File: src/rtl/ahblite_busmatrix_outputstage_dtcm_pkg.sv
// Shared bus-matrix definitions: AHB-Lite HTRANS/HRESP encodings and DTCM
// master owner IDs, plus small helpers used by the output stage and arbiter.
package ahblite_busmatrix_outputstage_dtcm_pkg;

  localparam logic [1:0] HTRANS_IDLE   = 2'b00;
  localparam logic [1:0] HTRANS_BUSY   = 2'b01;
  localparam logic [1:0] HTRANS_NONSEQ = 2'b10;
  localparam logic [1:0] HTRANS_SEQ    = 2'b11;

  localparam logic [1:0] HRESP_OKAY  = 2'b00;
  localparam logic [1:0] HRESP_ERROR = 2'b01;

  typedef enum logic {
    OWNER_SYS = 1'b0,
    OWNER_DMA = 1'b1
  } owner_t;

  function automatic owner_t other_owner(input owner_t owner);
    return (owner == OWNER_DMA) ? OWNER_SYS : OWNER_DMA;
  endfunction

  // SEQ and BUSY both mean the owner is mid-burst and must keep the bus.
  function automatic logic is_burst_cont(input logic [1:0] trans);
    return (trans == HTRANS_SEQ) || (trans == HTRANS_BUSY);
  endfunction

endpackage

File: src/rtl/ahblite_busmatrix_arbiter_2m.sv
// Two-master address-phase arbiter. Round-robin by default; defining
// DTCM_FIXED_PRIO_EN switches to fixed priority with DMA above SYS.
module ahblite_busmatrix_arbiter_2m
  import ahblite_busmatrix_outputstage_dtcm_pkg::*;
(
  input  logic   i_req_sys,
  input  logic   i_req_dma,
  input  logic   i_hold,
  input  owner_t i_last_owner,
  output owner_t o_sel
);

  logic w_req_other;

  // Owner selection: hold beats everything, otherwise grant and finally park on last owner.
  always_comb begin
    o_sel       = i_last_owner;
    w_req_other = (i_last_owner == OWNER_DMA) ? i_req_sys : i_req_dma;
    if (i_hold) begin
      o_sel = i_last_owner;
    end else begin
`ifdef DTCM_FIXED_PRIO_EN
      if (i_req_dma) begin
        o_sel = OWNER_DMA;
      end else if (i_req_sys) begin
        o_sel = OWNER_SYS;
      end else begin
        o_sel = i_last_owner;
      end
`else
      if (w_req_other) begin
        o_sel = other_owner(i_last_owner);
      end else begin
        o_sel = i_last_owner;
      end
`endif
    end
  end

endmodule

File: src/rtl/ahblite_busmatrix_outputstage_dtcm.sv
// DTCM slave-port output stage: arbitrates DMA/SYS address phases, muxes
// control onto the DTCM bus and steers write data by data-phase owner.
module ahblite_busmatrix_outputstage_dtcm
  import ahblite_busmatrix_outputstage_dtcm_pkg::*;
#(
  parameter int ADDR_W = 32,
  parameter int DATA_W = 32
) (
  input  logic              HCLK,
  input  logic              HRESET,
  input  logic              HSEL_Decoder_DMA_DTCM,
  input  logic              HSEL_Decoder_SYS_DTCM,
  input  logic [ADDR_W-1:0] HADDR_DMA,
  input  logic [ADDR_W-1:0] HADDR_SYS,
  input  logic [1:0]        HTRANS_DMA,
  input  logic [1:0]        HTRANS_SYS,
  input  logic              HWRITE_DMA,
  input  logic              HWRITE_SYS,
  input  logic [2:0]        HSIZE_DMA,
  input  logic [2:0]        HSIZE_SYS,
  input  logic [2:0]        HBURST_DMA,
  input  logic [2:0]        HBURST_SYS,
  input  logic [3:0]        HPROT_DMA,
  input  logic [3:0]        HPROT_SYS,
  input  logic              HMASTLOCK_DMA,
  input  logic              HMASTLOCK_SYS,
  input  logic [DATA_W-1:0] HWDATA_DMA,
  input  logic [DATA_W-1:0] HWDATA_SYS,
  output logic              ACTIVE_Outputstage_DMA,
  output logic              ACTIVE_Outputstage_SYS,
  output logic              HSEL_DTCM,
  output logic [ADDR_W-1:0] HADDR_DTCM,
  output logic [1:0]        HTRANS_DTCM,
  output logic              HWRITE_DTCM,
  output logic [2:0]        HSIZE_DTCM,
  output logic [2:0]        HBURST_DTCM,
  output logic [3:0]        HPROT_DTCM,
  output logic              HMASTLOCK_DTCM,
  output logic [DATA_W-1:0] HWDATA_DTCM,
  output logic              HREADY_DTCM,
  input  logic              HREADYOUT_DTCM,
  input  logic [1:0]        HRESP_DTCM,
  input  logic [DATA_W-1:0] HRDATA_DTCM,
  output logic              HREADYOUT_Outputstage_DTCM,
  output logic [1:0]        HRESP_Outputstage_DTCM,
  output logic [DATA_W-1:0] HRDATA_Outputstage_DTCM
);

  owner_t r_last_owner;
  owner_t r_data_owner;
  logic   r_data_valid;

  logic   w_req_sys;
  logic   w_req_dma;
  logic   w_req_sel;
  logic   w_hold;
  owner_t w_arb_sel;
  owner_t w_sel;

  assign w_req_sys = HSEL_Decoder_SYS_DTCM & HTRANS_SYS[1];
  assign w_req_dma = HSEL_Decoder_DMA_DTCM & HTRANS_DMA[1];

  // Keep the bus with the last owner during locks, bursts and slave wait states.
  always_comb begin
    w_hold = 1'b0;
    if (!HREADYOUT_DTCM) begin
      w_hold = 1'b1;
    end else if (r_last_owner == OWNER_DMA) begin
      w_hold = HSEL_Decoder_DMA_DTCM & (HMASTLOCK_DMA | is_burst_cont(HTRANS_DMA));
    end else begin
      w_hold = HSEL_Decoder_SYS_DTCM & (HMASTLOCK_SYS | is_burst_cont(HTRANS_SYS));
    end
  end

  ahblite_busmatrix_arbiter_2m u_arbiter (
    .i_req_sys    (w_req_sys),
    .i_req_dma    (w_req_dma),
    .i_hold       (w_hold),
    .i_last_owner (r_last_owner),
    .o_sel        (w_arb_sel)
  );

  // Reset forces SYS ownership so exactly one ACTIVE stays high even while reset is asserted.
  assign w_sel = HRESET ? OWNER_SYS : w_arb_sel;

  assign ACTIVE_Outputstage_DMA = (w_sel == OWNER_DMA);
  assign ACTIVE_Outputstage_SYS = (w_sel == OWNER_SYS);

  // Address/control mux toward the slave; a non-requesting owner shows IDLE unless it is BUSY.
  always_comb begin
    if (w_sel == OWNER_DMA) begin
      w_req_sel      = w_req_dma;
      HSEL_DTCM      = HSEL_Decoder_DMA_DTCM;
      HADDR_DTCM     = HADDR_DMA;
      HTRANS_DTCM    = HTRANS_DMA;
      HWRITE_DTCM    = HWRITE_DMA;
      HSIZE_DTCM     = HSIZE_DMA;
      HBURST_DTCM    = HBURST_DMA;
      HPROT_DTCM     = HPROT_DMA;
      HMASTLOCK_DTCM = HMASTLOCK_DMA;
    end else begin
      w_req_sel      = w_req_sys;
      HSEL_DTCM      = HSEL_Decoder_SYS_DTCM;
      HADDR_DTCM     = HADDR_SYS;
      HTRANS_DTCM    = HTRANS_SYS;
      HWRITE_DTCM    = HWRITE_SYS;
      HSIZE_DTCM     = HSIZE_SYS;
      HBURST_DTCM    = HBURST_SYS;
      HPROT_DTCM     = HPROT_SYS;
      HMASTLOCK_DTCM = HMASTLOCK_SYS;
    end
    if (!w_req_sel && (HTRANS_DTCM != HTRANS_BUSY)) begin
      HTRANS_DTCM = HTRANS_IDLE;
    end else begin
      HTRANS_DTCM = HTRANS_DTCM;
    end
  end

  // Write data follows whoever owns the current data phase.
  always_comb begin
    if (!r_data_valid) begin
      HWDATA_DTCM = {DATA_W{1'b0}};
    end else if (r_data_owner == OWNER_DMA) begin
      HWDATA_DTCM = HWDATA_DMA;
    end else begin
      HWDATA_DTCM = HWDATA_SYS;
    end
  end

  assign HREADY_DTCM                = HREADYOUT_DTCM;
  assign HREADYOUT_Outputstage_DTCM = HREADYOUT_DTCM;
  assign HRESP_Outputstage_DTCM     = HRESP_DTCM;
  assign HRDATA_Outputstage_DTCM    = HRDATA_DTCM;

  // Ownership state advances only on completed (HREADY-high) cycles.
  always_ff @(posedge HCLK or posedge HRESET) begin
    if (HRESET) begin
      r_last_owner <= OWNER_SYS;
      r_data_owner <= OWNER_SYS;
      r_data_valid <= 1'b0;
    end else if (HREADYOUT_DTCM) begin
      r_last_owner <= w_sel;
      r_data_owner <= w_sel;
      r_data_valid <= w_req_sel;
    end
  end

endmodule

File: config.mk
export PLATFORM = sky130hd
export DESIGN_NAME = ahblite_busmatrix_outputstage_dtcm
export DESIGN_NICKNAME = d
export VERILOG_FILES = /design/src/rtl/ahblite_busmatrix_outputstage_dtcm_pkg.sv /design/src/rtl/ahblite_busmatrix_arbiter_2m.sv /design/src/rtl/ahblite_busmatrix_outputstage_dtcm.sv
export SDC_FILE = /design/constraint.sdc
export NUM_CORES = 1
export LEC_CHECK = 0
export ABC_AREA = 1
export CAP_MARGIN = 30
export CORE_AREA = 5 5 117 119
export DETAILED_ROUTE_END_ITERATION = 8
export DIE_AREA = 0 0 122 124
export HOLD_SLACK_MARGIN = 0.03
export PLACE_DENSITY = 0.68
export SLEW_MARGIN = 20
export SYNTH_ARGS = -nofsm -noshare
export SYNTH_HDL_FRONTEND = slang
export SYNTH_SLANG_ARGS = --single-unit
File: constraint.sdc
create_clock -name HCLK -period 1.6 [get_ports HCLK]
set_clock_uncertainty 0.15 [all_clocks]
set_input_delay 0.32 -clock HCLK [delete_from_list [all_inputs] [get_ports HCLK]]
set_output_delay 0.32 -clock HCLK [all_outputs]
set_load 0.02 [all_outputs]
==> summary.txt <==
Run status
  • Status: complete, but fails checks
  • Failing checks: negative setup slack

Worst setup path
  • Crit path from: r_data_owner
  • WP data arrival: ~1700 ps
  • Reg2reg setup slack: 10 ps
  • Top delay family on crit path: buffers and inverters
  • Slowest cell on crit path: dfrtp_1
  • Most frequent CP cell: nand2_1
  • Worst setup endpoint: HADDR_DTCM[12]
  • Element type at the critical path end: primary output
  • Reg2Reg Capture Point: r_data_valid
  • Reg2Reg Depth: 10
  • Setup crit start kind: flip-flop
  • CP Class: flip-flop to primary output
  • Crit-path cells: nand2_1, nor2_2, a21oi_4, nand2_8, buf_12, buf_16, nand2_1, nand2_4, buf_6
  • Critical path buffer and inverter count: 3
  • Slowest stage delay, CP: ~390 ps
  • FF-to-FF Start: r_data_owner
  • CP required: ~1100 ps
  • Worst-path fanout max: 15
  • CP Depth: 9

Synth
  • Post-synth top cells: 89 x nand2_1, 67 x nor2_1, 36 x buf_4
  • Syn Inst Count: 321
  • #FFs+latches synth: 2
  • Area contributors post-synth: nand2_4 19%, nand2_1 18%, buf_4 15%
  • Library cells used by synthesis: 20
  • Async SR Flop Fraction: 100.0%
  • Syn avg cell area: about 5.7 um^2
  • Share of the synthesized area in the top cell type: 19.10%
  • Yosys Warn Count: 0
  • Primary FF master, synth: dfrtp_1
  • Most frequent cell after synthesis: nand2_1
  • Post-Syn Area: roughly 1800 um^2
  • Mapped Nets: between 500 and 600
  • Number of synthesized flops with an enable pin: 0
  • Sequential cell area fraction in the yosys report: under 10%
  • Area leader, netlist: nand2_4

Timing
  • Final Max Tran Viols: 0
  • Post-route minimum period: 2139 ps
  • Worst-Margin Slew: about 270 ps
  • Hold Vio Cnt, Final: 0
  • Final setup viols: between 80 and 90
  • Slew Limit Headroom: around 82%
  • Unrepaired setup endpoints after global routing: true
  • Timing-limited maximum frequency: around 470 MHz
  • PnR worst setup slack: -539.2 ps
  • Period utilization: 133.7%
  • Setup TNS: -34110 ps

Flow run
  • Max Cap Viol: 0

Layout
  • Layout fillers: around 1200
  • Area delta synth->final: 190.1%
  • Post-route insts no fill: between 700 and 800
  • Final #Nets: about 760
  • # diodes: 0
  • Layout cells sized above 1: 51.60%

GRT
  • Grt total ovfl: 0
  • Initial antenna violation count: 0
  • Vias in the first global route: approximately 3100
  • Largest net degree at the start of global routing: 33
  • First-pass GRT wire length: between 15 and 20 mm
  • Total track usage: a little over an eighth

Power and ir drop
  • Worst IR Drop VDD: roughly 280 uV
  • Power Density: ~410 nW/um^2
  • LEAKAGE: 2.511 nW
  • Total chip power: ~0.0022 W

Floorplanning
  • Row Count: 41
  • Initial Util: between 10 and 15%
  • Die width: around 120 um
  • Core area: approximately 12000 um^2
  • Die height: around 120 um
  • I/O Pins: 312
  • Full die area: approximately 15000 um^2

CTS
  • Root buf cell: clkbuf_16
  • CTS Buf Count: 3
  • CTS sink cnt: 2
  • # H-tree levels: 1
  • CTS tree: done
  • Clk pin slew, worst setup/hold paths: 30 ps
  • Longest Clk Path Bufs: 2
  • Skew-Pair Late Insertion Delay: around 220 ps

Placed design
  • DPL Wire Length: 8.208 mm
  • Global placement routability congestion: 0.8039
  • IO Port Bufs: approximately 240
  • Placed Cells incl. Taps: 700

Route
  • Vias/cell: 3.944
  • WL final: ~11 mm
  • First-pass DRT Iterations: 4
  • Antenna-violating nets left: 0
  • DR vias: 2895
  • DRC viols: 0
  • Initial DRC Count: 68
  • Mean routed wirelength per cell: about 15 um

Hold path
  • Worst min path class: input port to flip-flop
==> what timing repair did <==
action,in CTS,in global routing
pin swaps,38,18
gates resized for setup,558,47
hold endpoints to repair,2,0
setup endpoints to repair,85,82
gates cloned,7,1
setup buffers,21,8
hold buffers,1,0
==> stage by stage <==
step           util, %  hold slack, ps  worst slack, ps  cell area [um^2]
6_report         42.54           245.4           -539.2              5303
5_1_grt          42.54           266.6           -604.9              5303
4_1_cts          41.60           360.5           -593.2              5186
3_5_place_dp     36.14           403.7            -1369              4506
3_3_place_gp     36.14           378.9            -1323              4506
2_1_floorplan        -          -88.82           -164.9              2096
==> area by class of cell <==
cell class,count,area [um^2],share of cell area [%]
clock buffers,3,75.07,1.416
inverters,8,45.04,0.8495
multi-input cells,257,1762,33.22
flip-flops and latches,2,50.05,0.9438
well taps,172,215.2,4.059
repair buffers,291,3139,59.20
repair inverters,1,16.27,0.3067
==> state kept, by name (all words and copies together) (netlist names) <==
register and flops:
r_data_valid 1, r_data_owner 1
==> logic make-up (layout without fill, tap and decap cells) <==
logic type / Yosys count / in the layout / synth area share [%]
compound gates: 37 / 37 / 10.34
buf+inv: 62 / 303 / 24.50
flops: 2 / 2 / 2.738
simple gates: 220 / 220 / 62.42
==> placed cells by master, fill, tap and decap left out <==
master | synthesis | final
a21oi_4 | 0 | 1
buf_12 | 3 | 10
buf_16 | 0 | 5
buf_4 | 36 | 25
buf_6 | 1 | 87
clkbuf_16 | 0 | 4
clkbuf_2 | 0 | 2
clkdlybuf4s50_1 | 0 | 150
clkinv_8 | 0 | 2
dfrtp_1 | 2 | 2
dlygate4sd2_1 | 0 | 10
dlygate4sd3_1 | 0 | 1
inv_1 | 7 | 5
inv_2 | 0 | 1
inv_4 | 0 | 1
nand2_1 | 89 | 47
nand2_2 | 30 | 37
nand2_4 | 31 | 64
nand2_8 | 0 | 2
nand3_2 | 0 | 1
nand3b_1 | 1 | 1
nor2_1 | 67 | 23
nor2_2 | 1 | 45
o21ai_0 | 34 | 18
o21ai_1 | 2 | 15
o21ai_2 | 0 | 3
==> worst register-to-register path: cells and delay by family, from the launching register on <==
family | cells | cell delay [ps]
DFF | 1 | 390
AOI/OAI and AO/OA | 1 | 220
and+or+nand+nor | 7 | 440
buffers and inverters | 2 | 270
==> how the worst min path moves through the flow <==
| stage | start | endpoint | depth (start not counted) |
|---|---|---|---|
| finish | HREADYOUT_DTCM | r_data_valid | 3 |
| CTS | HREADYOUT_DTCM | r_data_valid | 3 |
| floorplan | HRESET | r_data_owner | 1 |
| global route | HREADYOUT_DTCM | r_data_valid | 3 |
| detailed placement | HRESET | r_data_owner | 2 |
| global placement | r_data_valid | r_data_valid | 2 |
==> routing by layer <==
| layer | track usage (%) | share of wire, % | vias to the layer above | routed length, um |
|---|---|---|---|---|
| met5 | 0 | 0 | - | 0 |
| met4 | 2.871 | 1.6 | 0 | 174 |
| met3 | 4.678 | 11 | 22 | 1174 |
| met2 | 25.76 | 54 | 162 | 5906 |
| met1 | 13.39 | 34 | 1286 | 3680 |
| li1 | - | - | 1425 | - |
==> power breakdown <==
part / switching (W) / internal [W]
registers: 0.00000421 / 0.0000549
clock network: 0.0000568 / 0.000318
logic: 0.000779 / 0.000977
Note: power is estimated with default switching activity, not from simulation.
